`src/rtl/uart_echo_ctrl.sv`:
```
// uart_echo_ctrl: echo controller between UART RX and TX.
// Received bytes are buffered in a circular FIFO and drained to the transmitter
// in immediate, threshold or line mode. Each frame uses a start/done handshake,
// followed by a programmable inter-byte gap.
// Optional saturating statistics counters are enabled by defining ECHO_STATS_EN.
module uart_echo_ctrl #(
  parameter int unsigned          DATA_BITS  = 8,
  parameter int unsigned          DEPTH      = 16,
  parameter int unsigned          GAP_CYCLES = 5,
  parameter logic [DATA_BITS-1:0] EOL_CHAR   = DATA_BITS'(8'h0D)
) (
  input  logic                   sysclk,
  input  logic                   rst_in,
  input  logic [1:0]             mode_in,
  input  logic [$clog2(DEPTH):0] thresh_in,
  input  logic                   rx_valid_in,
  input  logic [DATA_BITS-1:0]   rx_data_in,
  output logic [DATA_BITS-1:0]   tx_data_out,
  output logic                   tx_start_out,
  input  logic                   tx_done_in,
  output logic [$clog2(DEPTH):0] level_out,
  output logic                   empty_out,
  output logic                   full_out,
  output logic                   overflow_out,
  output logic                   busy_out
`ifdef ECHO_STATS_EN
  ,
  output logic [15:0]            rx_count_out,
  output logic [15:0]            tx_count_out,
  output logic [15:0]            drop_count_out
`endif
);

  localparam int unsigned AW = $clog2(DEPTH);
  localparam int unsigned LW = AW + 1;
  localparam int unsigned GW = (GAP_CYCLES > 1) ? $clog2(GAP_CYCLES + 1) : 1;

  typedef enum logic [1:0] {IDLE, WAIT_DONE, GAP} state_t;
  typedef enum logic [1:0] {MODE_IMM = 2'd0, MODE_THR = 2'd1, MODE_LINE = 2'd2} mode_t;

  state_t               state_q, state_d;
  mode_t                mode_q, mode_d, mode_in_n, mode_cur;
  logic [AW-1:0]        wr_ptr_q, wr_ptr_d, rd_ptr_q, rd_ptr_d;
  logic [LW-1:0]        level_q, level_d, eol_cnt_q, eol_cnt_d, thresh_eff;
  logic                 overflow_q, overflow_d, latch_q, latch_d, forced_q, forced_d;
  logic                 tx_start_q, tx_start_d;
  logic [DATA_BITS-1:0] tx_data_q, tx_data_d, head;
  logic [GW-1:0]        gap_q, gap_d;
  logic [DATA_BITS-1:0] mem [DEPTH];
  logic                 empty, full, drain, pop, push, drop, mode_chg, eol_in, eol_out;
`ifdef ECHO_STATS_EN
  logic [15:0]          rx_cnt_q, rx_cnt_d, tx_cnt_q, tx_cnt_d, drop_cnt_q, drop_cnt_d;
`endif

  // Next-state logic: FIFO bookkeeping, drain decision, handshake FSM, counters
  always_comb begin
    head      = mem[rd_ptr_q];
    empty     = (level_q == '0);
    full      = (level_q == LW'(DEPTH));
    mode_in_n = (mode_in == 2'd3) ? MODE_IMM : mode_t'(mode_in);
    mode_cur  = (state_q == IDLE) ? mode_in_n : mode_q;
    mode_chg  = (state_q == IDLE) && (mode_in_n != mode_q);

    if (thresh_in == '0)              thresh_eff = LW'(1);
    else if (thresh_in > LW'(DEPTH))  thresh_eff = LW'(DEPTH);
    else                              thresh_eff = thresh_in;

    case (mode_cur)
      MODE_THR:  drain = latch_q && !empty;
      MODE_LINE: drain = (eol_cnt_q != '0) || forced_q;
      default:   drain = !empty;
    endcase

    pop     = (state_q == IDLE) && drain && !empty;
    push    = rx_valid_in && (!full || pop);
    drop    = rx_valid_in && full && !pop;
    eol_in  = push && (rx_data_in == EOL_CHAR);
    eol_out = pop && (head == EOL_CHAR);

    wr_ptr_d   = push ? wr_ptr_q + AW'(1) : wr_ptr_q;
    rd_ptr_d   = pop  ? rd_ptr_q + AW'(1) : rd_ptr_q;
    level_d    = level_q + LW'(push) - LW'(pop);
    eol_cnt_d  = eol_cnt_q + LW'(eol_in) - LW'(eol_out);
    overflow_d = overflow_q | drop;

    mode_d   = mode_q;
    latch_d  = latch_q;
    forced_d = forced_q;
    if (mode_chg) begin
      mode_d   = mode_in_n;
      latch_d  = 1'b0;
      forced_d = 1'b0;
    end else if (level_d == '0) begin
      latch_d  = 1'b0;
      forced_d = 1'b0;
    end else begin
      if ((mode_cur == MODE_THR) && (level_d >= thresh_eff))
        latch_d = 1'b1;
      if ((mode_cur == MODE_LINE) && (level_d == LW'(DEPTH)) && (eol_cnt_d == '0))
        forced_d = 1'b1;
    end

    state_d    = state_q;
    gap_d      = gap_q;
    tx_data_d  = tx_data_q;
    tx_start_d = 1'b0;
    case (state_q)
      IDLE: begin
        if (pop) begin
          tx_data_d  = head;
          tx_start_d = 1'b1;
          state_d    = WAIT_DONE;
        end
      end
      WAIT_DONE: begin
        // a done pulse in the same cycle as our own start belongs to no frame of ours
        if (tx_done_in && !tx_start_q) begin
          if (GAP_CYCLES == 0) begin
            state_d = IDLE;
          end else begin
            gap_d   = GW'(GAP_CYCLES);
            state_d = GAP;
          end
        end
      end
      GAP: begin
        if (gap_q <= GW'(1)) state_d = IDLE;
        else                 gap_d   = gap_q - GW'(1);
      end
      default: state_d = IDLE;
    endcase

`ifdef ECHO_STATS_EN
    rx_cnt_d   = (push && (rx_cnt_q != '1))   ? rx_cnt_q + 16'd1   : rx_cnt_q;
    tx_cnt_d   = (pop  && (tx_cnt_q != '1))   ? tx_cnt_q + 16'd1   : tx_cnt_q;
    drop_cnt_d = (drop && (drop_cnt_q != '1)) ? drop_cnt_q + 16'd1 : drop_cnt_q;
`endif
  end

  // State registers; async reset also abandons any frame in flight
  always_ff @(posedge sysclk or posedge rst_in) begin
    if (rst_in) begin
      state_q    <= IDLE;
      mode_q     <= MODE_IMM;
      wr_ptr_q   <= '0;
      rd_ptr_q   <= '0;
      level_q    <= '0;
      eol_cnt_q  <= '0;
      overflow_q <= 1'b0;
      latch_q    <= 1'b0;
      forced_q   <= 1'b0;
      tx_start_q <= 1'b0;
      tx_data_q  <= '0;
      gap_q      <= '0;
`ifdef ECHO_STATS_EN
      rx_cnt_q   <= '0;
      tx_cnt_q   <= '0;
      drop_cnt_q <= '0;
`endif
    end else begin
      state_q    <= state_d;
      mode_q     <= mode_d;
      wr_ptr_q   <= wr_ptr_d;
      rd_ptr_q   <= rd_ptr_d;
      level_q    <= level_d;
      eol_cnt_q  <= eol_cnt_d;
      overflow_q <= overflow_d;
      latch_q    <= latch_d;
      forced_q   <= forced_d;
      tx_start_q <= tx_start_d;
      tx_data_q  <= tx_data_d;
      gap_q      <= gap_d;
`ifdef ECHO_STATS_EN
      rx_cnt_q   <= rx_cnt_d;
      tx_cnt_q   <= tx_cnt_d;
      drop_cnt_q <= drop_cnt_d;
`endif
    end
  end

  // FIFO storage; contents are don't-care after reset since pointers restart
  always_ff @(posedge sysclk) begin
    if (push) mem[wr_ptr_q] <= rx_data_in;
  end

  assign tx_data_out  = tx_data_q;
  assign tx_start_out = tx_start_q;
  assign level_out    = level_q;
  assign empty_out    = empty;
  assign full_out     = full;
  assign overflow_out = overflow_q;
  assign busy_out     = (state_q != IDLE);
`ifdef ECHO_STATS_EN
  assign rx_count_out   = rx_cnt_q;
  assign tx_count_out   = tx_cnt_q;
  assign drop_count_out = drop_cnt_q;
`endif

endmodule

```
`config.mk`:
```
export PLATFORM = sky130hd
export DESIGN_NAME = uart_echo_ctrl
export DESIGN_NICKNAME = d
export VERILOG_FILES = /design/src/rtl/uart_echo_ctrl.sv
export SDC_FILE = /design/constraint.sdc
export NUM_CORES = 1
export LEC_CHECK = 0
export BUFFER_PORTS_ARGS = -buffer_cell sky130_fd_sc_hd__buf_2
export CORE_MARGIN = 3
export CORE_UTILIZATION = 35
export CTS_CLUSTER_DIAMETER = 60
export DETAILED_ROUTE_END_ITERATION = 8
export PLACE_DENSITY_LB_ADDON = 0.12
export REMOVE_ABC_BUFFERS = 1
export SETUP_SLACK_MARGIN = 0.05
export SYNTH_ARGS = -nofsm -noshare
export SYNTH_HDL_FRONTEND = slang
export SYNTH_SLANG_ARGS = --single-unit
```
`constraint.sdc`:
```
create_clock -name sysclk -period 5.5 [get_ports sysclk]
set_clock_uncertainty 0.05 [all_clocks]
set_input_delay 0.275 -clock sysclk [delete_from_list [all_inputs] [get_ports sysclk]]
set_output_delay 0.275 -clock sysclk [all_outputs]
set_load 0.1 [all_outputs]
```
# Word level (Yosys, flattened, before mapping)
# Memory sizes are Yosys's and may differ from the RTL's.
# Index checks and enable logic that the tools add are counted.
op_classes:
  addsub: 7
  order_cmp: 3
  eq_ne: 14
  n_mux: 22
  bitwise_logic: 1
  reduce_logical: 32
op_table:
  columns: ["cell", "count"]
  rows:
  - ["5-bit logical NOT", 4]
  - ["8-bit by 4-bit == test with 1-bit output, second input constant", 2]
  - ["1-bit logical AND", 13]
  - ["5-bit by 1-bit adder with 5-bit output", 2]
  - ["5-bit == test, second input constant", 2]
  - ["1-bit two-way mux", 10]
  - ["2-bit two-way mux", 5]
  - ["5-bit two-way mux", 2]
  - ["5-bit by 1-bit subtractor with 5-bit output", 2]
  - ["4-bit by 1-bit adder with 4-bit output, second input constant", 2]
  - ["2-bit inequality test, second input constant", 4]
  - ["2-bit == test, second input constant", 3]
  - ["3-bit two-way mux", 2]
  - ["2-bit case mux with 3 select lines", 1]
  - ["3-bit case mux with 2 select lines", 1]
  - ["3-bit AND reduction", 2]
  - ["3-bit nonzero test", 2]
  - ["5-bit greater-or-equal comparator", 1]
  - ["5-bit greater-than comparator, second input constant", 1]
  - ["5-bit nonzero test", 1]
  - ["2-bit by 1-bit == test with 1-bit output, second input constant", 2]
  - ["1-bit logical NOT", 4]
  - ["2-bit nonzero test", 2]
  - ["3-bit by 1-bit <= comparator with 1-bit output, second input constant", 1]
  - ["other kinds (7)", 8]
totals:
  regBits: 37
  ramBits: 128
  inputBits: 19
  out_inout_bits: 18
  wordCells: 92
  memories: 1
mem_list:
  columns: ["memory", "words", "word_bits", "read_ports", "rd_ports_with_merged_regs", "write_ports", "line", "rtl"]
  rows:
  - ["mem", 16, 8, 1, 0, 1, "49", "logic [DATA_BITS-1:0] mem [DEPTH];"]

# Depth between registers and ports, before layout
# Gate-level depths: netlist of run 1.
logic_depth:
  depth_word: 17
  ltp_mapped: 23
  ltp_nobuf: 21

# Least setup slack after synthesis of run 1
# No wires, ideal clock.
synth_timing:
  kind: "reg2reg"
  startpoint: "register level_q[3], in the netlist level_out[3]"
  endpoint: "register forced_q"
  setup_ns: 0.081
  arrival_ns: 6.559
  t_required_ns: 5.369
  path_slack_ns: -1.190
  stages_incl_launch_ff: 20
  n_path_buf: 1
  period_less_slack_ns: 6.690
  path_cell_list: "dfrtp_1 -> inv_1 -> ha_1 -> nor4b_1 -> a211o_1 -> buf_2 -> inv_2 -> nand3_1 -> nor3_2 -> ha_1 -> inv_1 -> ha_1 -> inv_1 -> fa_1 -> nand2b_1 -> a21oi_1 -> o21ai_0 -> a21oi_1 -> nand4b_1 -> a21oi_1"
synth_via:
  elab_chain_len: 14
  word_cells_on_any_way: 24
  classes_between: "add/sub: 4; eq/ne: 2; mux: 3; reduce/logical: 15"
synth_lines:
  columns: ["element", "line", "rtl"]
  rows:
  - ["start: declaration", "44", "logic [LW-1:0] level_q, level_d, eol_cnt_q, eol_cnt_d, thresh_eff;"]
  - ["start signal: assignment", "165", "level_q <= level_d;"]
  - ["5-bit logical NOT (*)", "58", "empty = (level_q == '0);"]
  - ["net empty_out", "22", "output logic empty_out,"]
  - ["1-bit logical NOT (*)", "69, 71, 74", null]
  - ["1-bit logical AND", "69", "MODE_THR: drain = latch_q && !empty;"]
  - ["1-bit case mux with 2 select lines", "68", "case (mode_cur)"]
  - ["1-bit logical AND", "74", "pop = (state_q == IDLE) && drain && !empty;"]
  - ["1-bit logical AND (*)", "74", null]
  - ["1-bit logical OR", "75", "push = rx_valid_in && (!full || pop);"]
  - ["1-bit logical AND", "75", null]
  - ["5-bit by 1-bit adder with 5-bit output or 1-bit logical AND (tied branches)", "82, 77", null]
  - ["5-bit by 1-bit subtractor with 5-bit output or 5-bit by 1-bit adder with 5-bit output (tied branches)", "82, 83", null]
  - ["5-bit == test or 5-bit by 1-bit subtractor with 5-bit output (tied branches)", "99, 83", null]
  - ["1-bit logical AND or 5-bit logical NOT (tied branches)", "99", "if ((mode_cur == MODE_LINE) && (level_d == LW'(DEPTH)) && (eol_cnt_d == '0))"]
  - ["1-bit logical AND", "99", null]
  - ["3-bit nonzero test (no line)", null, null]
  - ["end signal: assignment", "169", "forced_q <= forced_d;"]
  - ["end: declaration", "45", "logic overflow_q, overflow_d, latch_q, latch_d, forced_q, forced_d;"]
# The timed path passes the listed nets; every way through them passes the cells marked *.
# A chain may end at the register's enable or synchronous reset.

# Final worst setup path of run 1
layout_timing:
  startpoint: "register state_q[1]"
  endpoint: "register forced_q"
layout_via:
  elab_chain_len: 14
  word_cells_on_any_way: 24
  classes_between: "add/sub: 4; eq/ne: 3; mux: 4; reduce/logical: 13"
layout_lines:
  columns: ["element", "line", "rtl"]
  rows:
  - ["start: declaration", "41", "state_t state_q, state_d;"]
  - ["start signal: assignment", "161", "state_q <= state_d;"]
  - ["2-bit logical NOT (*)", "61, 62, 74", null]
  - ["2-bit two-way mux", "61", "mode_cur = (state_q == IDLE) ? mode_in_n : mode_q;"]
  - ["2-bit == test or 2-bit by 1-bit == test with 1-bit output (tied branches)", "68, 99", null]
  - ["1-bit case mux with 2 select lines", "68", null]
  - ["1-bit logical AND (2 in series)", "74", null]
  - ["1-bit logical OR", "75", null]
  - ["1-bit logical AND", "75", null]
  - ["5-bit by 1-bit adder with 5-bit output or 1-bit logical AND (tied branches)", "82, 77", null]
  - ["5-bit by 1-bit subtractor with 5-bit output or 5-bit by 1-bit adder with 5-bit output (tied branches)", "82, 83", null]
  - ["5-bit == test or 5-bit by 1-bit subtractor with 5-bit output (tied branches)", "99, 83", null]
  - ["1-bit logical AND or 5-bit logical NOT (tied branches)", "99", null]
  - ["1-bit logical AND", "99", null]
  - ["3-bit nonzero test (no line)", null, null]
# Mark *: on every way between the ends. The rest lies on a longest branch, timed or not.

==> results of run 1 <==
[cell type report]
| class | instances | area (um2) | area share |
|---|---|---|---|
| Inverter | 33 | 123.9 | 0.01515 |
| Multi-Input combinational cell | 234 | 2140 | 0.2617 |
| Sequential cell | 165 | 4771 | 0.5837 |
| Clock buffer | 17 | 425.4 | 0.05204 |
| Tap cell | 265 | 331.6 | 0.04056 |
| Timing Repair Buffer | 42 | 227.7 | 0.02786 |
| Clock inverter | 15 | 155.1 | 0.01898 |
[worst max-delay path: cells and delay by family, from the launching register on]
family / cells / cell delay (ns)
AOI/OAI and AO/OA: 7 / 1.29
adders and majority gates: 4 / 0.98
buffers and inverters: 4 / 0.53
DFF: 1 / 0.43
and+or+nand+nor: 6 / 1.17
[stage by stage]
step           cells  power [mW]  utilization
4_1_cts          771       5.113       0.4146
3_5_place_dp     738       3.947       0.3846
5_1_grt          771       5.360       0.4146
2_1_floorplan    432       3.343            -
6_report         771       5.040       0.4146
3_3_place_gp     738       3.925       0.3846
[routing by layer]
metal  wire (um)  track usage
met5           0            0
met4         161      0.04711
met3         604      0.03352
met2        7589       0.2351
met1        7414       0.2132
[final timing paths]
| kind | startpoint | endpoint | slack (ns) | cells after the start |
|---|---|---|---|---|
| worst min-delay path | rx_valid_in | overflow_out | 0.1 | 3 |
| worst max register to register | state_q[1] | forced_q | 0.97 | 21 |
| max in group asynchronous | rst_in | rd_ptr_q[0] | 4.59 | 4 |
| worst max-delay path | state_q[1] | forced_q | 0.97 | 21 |
| worst min register to register | tx_data_out[7] | tx_data_out[7] | 0.44 | 1 |
| min in group asynchronous | rst_in | rd_ptr_q[2] | 0.46 | 4 |
[report_power, final]
part | internal [mW] | switching [mW] | leakage, nW | total, mW
Clock | 0.608 | 0.549 | 0.288 | 1.16
Sequential | 1.58 | 0.230 | 1.60 | 1.81
Combinational | 0.710 | 1.36 | 1.13 | 2.07
[registers in the layout, summed over array words and instances (netlist names)]
signal / cells
eol_cnt_q: 5
forced_q: 1
gap_q: 3
latch_q: 1
level_out: 5
mem: 128
mode_q: 2
overflow_out: 1
rd_ptr_q: 4
state_q: 2
tx_data_out: 8
tx_start_out: 1
wr_ptr_q: 4
[logic make-up (layout without fill, tap and decap cells)]
kind of cell | count (synthesis) | after routing | share of synthesized area
DFF | 165 | 165 | 0.6703
and+or+nand+nor | 93 | 93 | 0.06840
AOI/OAI and AO/OA | 57 | 57 | 0.05557
buffers and inverters | 50 | 107 | 0.03253
muxes | 46 | 46 | 0.1111
adders and majority gates | 25 | 25 | 0.04607
xor gates and xnor gates | 13 | 13 | 0.01600
[Yosys cell counts, drive strengths merged, types with 5 or more instances]
| master | instances |
|---|---|
| edfxtp | 128 |
| dfrtp | 37 |
| inv | 33 |
| nand2 | 27 |
| mux4 | 26 |
| ha | 23 |
| mux2i | 16 |
| nor2 | 16 |
| o21ai | 14 |
| a21oi | 11 |
| buf | 10 |
| xnor2 | 10 |
| a221oi | 8 |
| and2 | 7 |
| clkbuf | 7 |
| nand2b | 7 |
| nand3 | 7 |
| a31oi | 5 |
| nor4 | 5 |
==> flow_summary.toml, run 1 <==
[final_layout]
final_cell_area_um2 = 8174
syn2layout_area_growth_pct = 14.88
final_cell_mix = "edfxtp_1, dfrtp_1, buf_2"
antenna_cells = 0
final_common_cell = "edfxtp_1"
nNetsFinal = 537
fill_cells = 1767
drive_above_1_share = 0.2273

[flow_run]
maxCapViolCount = 0

[clock_tree]
clkTransAtPathRegs_ns = 0.07
clock_sinks = 165
post_cts_buffers = 0
insertion_delay_ns = 0.43
cts_hold_buffers = 1
cts_tree = "done"
cts_inserted_buffers = 17
clock_path_buffers = 2
cts_root_buffer = "clkbuf_16"
htree_levels = 4
postCtsResizedCells = 0

[placed_design]
io_buffers = 36
routabilityCongestion = 0.7824
dpl_cell_area_um2 = 7584
place_hpwl_um = 10740
place_ws_ns = 0.9522

[critical_path]
max_stage_delay_ns = 0.45
required_ns = 5.80
arrival_ns = 4.84
worstPathMaxFanout = 17
path_cells = "or2_1, nand2_1, o21ai_0, inv_1, ha_1, a21oi_1, a211o_1, inv_2, nand3_1, nor3_2, ha_1, inv_1, ha_1, inv_1, fa_1, nand2b_1, a21oi_1, o21ai_0, a21oi_1, nand4b_1, a21oi_1"
path_common_cell = "a21oi_1"
start_kind = "flip-flop"
slowest_stage = "a211o_1"
path_class = "flip-flop to flip-flop"
end_kind = "flip-flop"

[min_path]
holdCritPathClass = "input port to flip-flop"

[sta]
tightest_slew_ns = 1.129
period_minus_slack_ns = 4.534
worst_slack_ns = 0.9659
finalSetupViolCount = 0
slew_headroom = 0.2408
clock.fmax_mhz = 220.5
fin_crit_sh = 0.8244
slew_viol_final = 0
rsz0062_at_grt = "no"
hold_violations = 0
fin_hold_ws_ns = 0.09523
setup_tns_ns = 0

[grt]
grt_usage = 0.1510
grt_pass1_vias = 3859
antenna_found_initial = 0
grt_overflow = 0
grt_pass1_wl_um = 24110
grt_max_degree = 38

[detailed_routing]
drt-initial-drc-count = 216
wl_per_cell_um = 20.45
vias_per_cell = 5.058
wl_um = 15770
dr.pass1.iters = 4
postRouteAntennaNets = 0
num_vias = 3900
drcViolationCount = 0

[pwr]
leakage_nw = 3.014
vdd_ir_drop_max_v = 0.0002738
p_per_area_nw_per_um2 = 616.5

[die]
ios = 37
dieHeight_um = 148.6
floorplan.die_area_um2 = 22080
rows = 51
core_um2 = 19720
initial_core_util = 0.3609
die_x_um = 148.6

[yosys]
ys_ff_latch = 165
synth_edf_count = 128
synth_top_area_cell = "edfxtp_1"
ys.flop_type = "edfxtp_1"
syn_avg_cell_area_um2 = 15.85
synth.distinct_cells = 54
synth_seq_area_share = 0.6703
synth_area_leaders = "edfxtp_1, dfrtp_1, mux4_2"
synth_area_um2 = 7116
synthCells = 449
yosys_warnings = 0
yosys.area.top_type_share = 0.5402
synthArstFlopShare = 0.2242

[run_status]
status = "finished clean"
Power figures use the tool's default switching activity.
==> run 2: changes to the inputs <==
Clock period 5.5 ns to 4 ns, I/O delays scaled along.
==> run 2 against run 1 <==
Final cell count up 6.4%. Fmax up 19%. Die area unchanged. Critical path depth down 4. Utilization up 3.0 points. Largest cell class unchanged. First-iteration DRC count up 33%.
==> flow_summary.toml, run 2 (same netlist as run 1, synthesis figures left out) <==
[clock_tree]
cts_inserted_buffers = 17
cts_root_buffer = "clkbuf_16"
clock_sinks = 165
cts_tree = "done"
htree_levels = 4
clock_path_buffers = 2
clkTransAtPathRegs_ns = 0.07
insertion_delay_ns = 0.42

[pwr]
vdd_ir_drop_max_v = 0.0003022
p_per_area_nw_per_um2 = 880.9
finalPower_mw = 7.723
leakage_nw = 3.323

[grt]
grt_pass1_vias = 4234
grt_pass1_wl_um = 25670
grt_usage = 0.1591
antenna_found_initial = 0
grt_max_degree = 38
grt_overflow = 0

[sta]
hold_violations = 0
worst_slack_ns = 0.1837
rsz0062_at_grt = "yes"
clock.fmax_mhz = 262.0
tightest_slew_ns = 0.5736
fin_crit_sh = 0.9541
period_minus_slack_ns = 3.816
slew_headroom = 0.6176
finalSetupViolCount = 0
slew_viol_final = 0
fin_hold_ws_ns = 0.07383

[placed_design]
placed_cells = 774
place_hpwl_um = 11300
routabilityCongestion = 0.7899
place_ws_ns = -0.05212
io_buffers = 36

[die]
floorplan.die_area_um2 = 22080
core_um2 = 19720
die_x_um = 148.6
initial_core_util = 0.3609
rows = 51
dieHeight_um = 148.6
ios = 37

[detailed_routing]
drcViolationCount = 0
wl_um = 16780
postRouteAntennaNets = 0
drt-initial-drc-count = 288
dr.pass1.iters = 4
wl_per_cell_um = 20.46
num_vias = 4093
vias_per_cell = 4.991

[final_layout]
nNetsFinal = 586
final_common_cell = "edfxtp_1"
syn2layout_area_growth_pct = 23.21
instances_no_fill = 820
antenna_cells = 0
fill_cells = 1724
largest_reg_flops = 128
final_cell_mix = "edfxtp_1, buf_4, dfrtp_1, buf_2, inv_1"
drive_above_1_share = 0.3279
top_register = "mem"

[critical_path]
arrival_ns = 4.11
path_class = "flip-flop to flip-flop"
end_kind = "flip-flop"
required_ns = 4.30
start_kind = "flip-flop"
worstPathMaxFanout = 7

[flow_run]
maxCapViolCount = 0

[run_status]
status = "finished clean"

[min_path]
holdCritPathClass = "input port to flip-flop"
[run 2: cell count changes in the layout (fill, tap and decap cells not counted), moves of 3 or more]
cell,previous run,this run
o21ai_1,2,7
buf_4,5,49
ha_1,23,19
o21ai_0,11,4
ha_2,0,3
inv_8,5,2
bufinv_16,0,3
[run 2: report_power, final]
part	leakage, nW	switching (mW)	internal (mW)
clock network	0.298	0.712	1.00
registers	1.60	0.207	2.18
logic	1.43	2.17	1.45
total	3.32	3.09	4.63
[run 2: final cells by class]
class / instances / area (um2) / share of cell area
clock buffers: 18 / 429.2 / 0.04895
clock inverters: 14 / 185.2 / 0.02112
inverters: 33 / 126.4 / 0.01441
multi-input cells: 234 / 2262 / 0.2580
flip-flops and latches: 165 / 4771 / 0.5442
well taps: 265 / 331.6 / 0.03782
repair buffers: 91 / 661.9 / 0.07550
[run 2: repair_timing]
item | CTS | global route
endpoints found under the hold margin | 37 | 0
gates resized for setup | 5 | 31
pin swaps | 1 | 12
endpoints found under the setup margin | 2 | 3
gates cloned | 0 | 1
hold buffers | 1 | 0
setup buffers | 2 | 10
[run 2: final timing paths]
kind / to / cells after the start / slack, ns / from
max in group asynchronous: rd_ptr_q[0] / 4 / 3.13 / rst_in
min in group asynchronous: tx_start_out / 4 / 0.40 / rst_in
hold reg to reg: tx_data_out[5] / 2 / 0.43 / tx_data_out[5]
hold / removal: overflow_out / 3 / 0.07 / rx_valid_in
setup reg to reg: forced_q / 17 / 0.18 / rd_ptr_q[0]
setup / recovery: forced_q / 17 / 0.18 / rd_ptr_q[0]
[run 2: per-stage QoR]
stage	cell area (um2)	setup TNS [ns]	util
after detailed placement	7879	-0.08079	0.3996
after floorplan	7008	-265.86	-
after global routing	8767	-0.0008535	0.4446
after CTS	8539	0	0.4331
after global placement	7879	0	0.3996
final	8767	0	0.4446
[run 2: metal layers]
metal	track usage	vias to the layer above	routed length, um
met5	0	-	0
met4	0.04896	0	308
met3	0.03839	15	767
met2	0.2421	73	7876
met1	0.2276	2107	7826
li1	-	1898	-
[run 2: worst max-delay path, stage by stage (launching register included)]
cell and delay, ns:
dfrtp_2 0.43, clkbuf_16 0.18, mux4_2 0.57, a22oi_2 0.21, nand4_1 0.16, a211o_1 0.34, nor3_4 0.21, ha_4 0.22
inv_1 0.06, ha_2 0.17, inv_1 0.05, fa_2 0.33, nand2b_4 0.15, a21oi_2 0.14, o21ai_1 0.08, a21oi_1 0.15
nand4b_1 0.11, a21oi_1 0.14
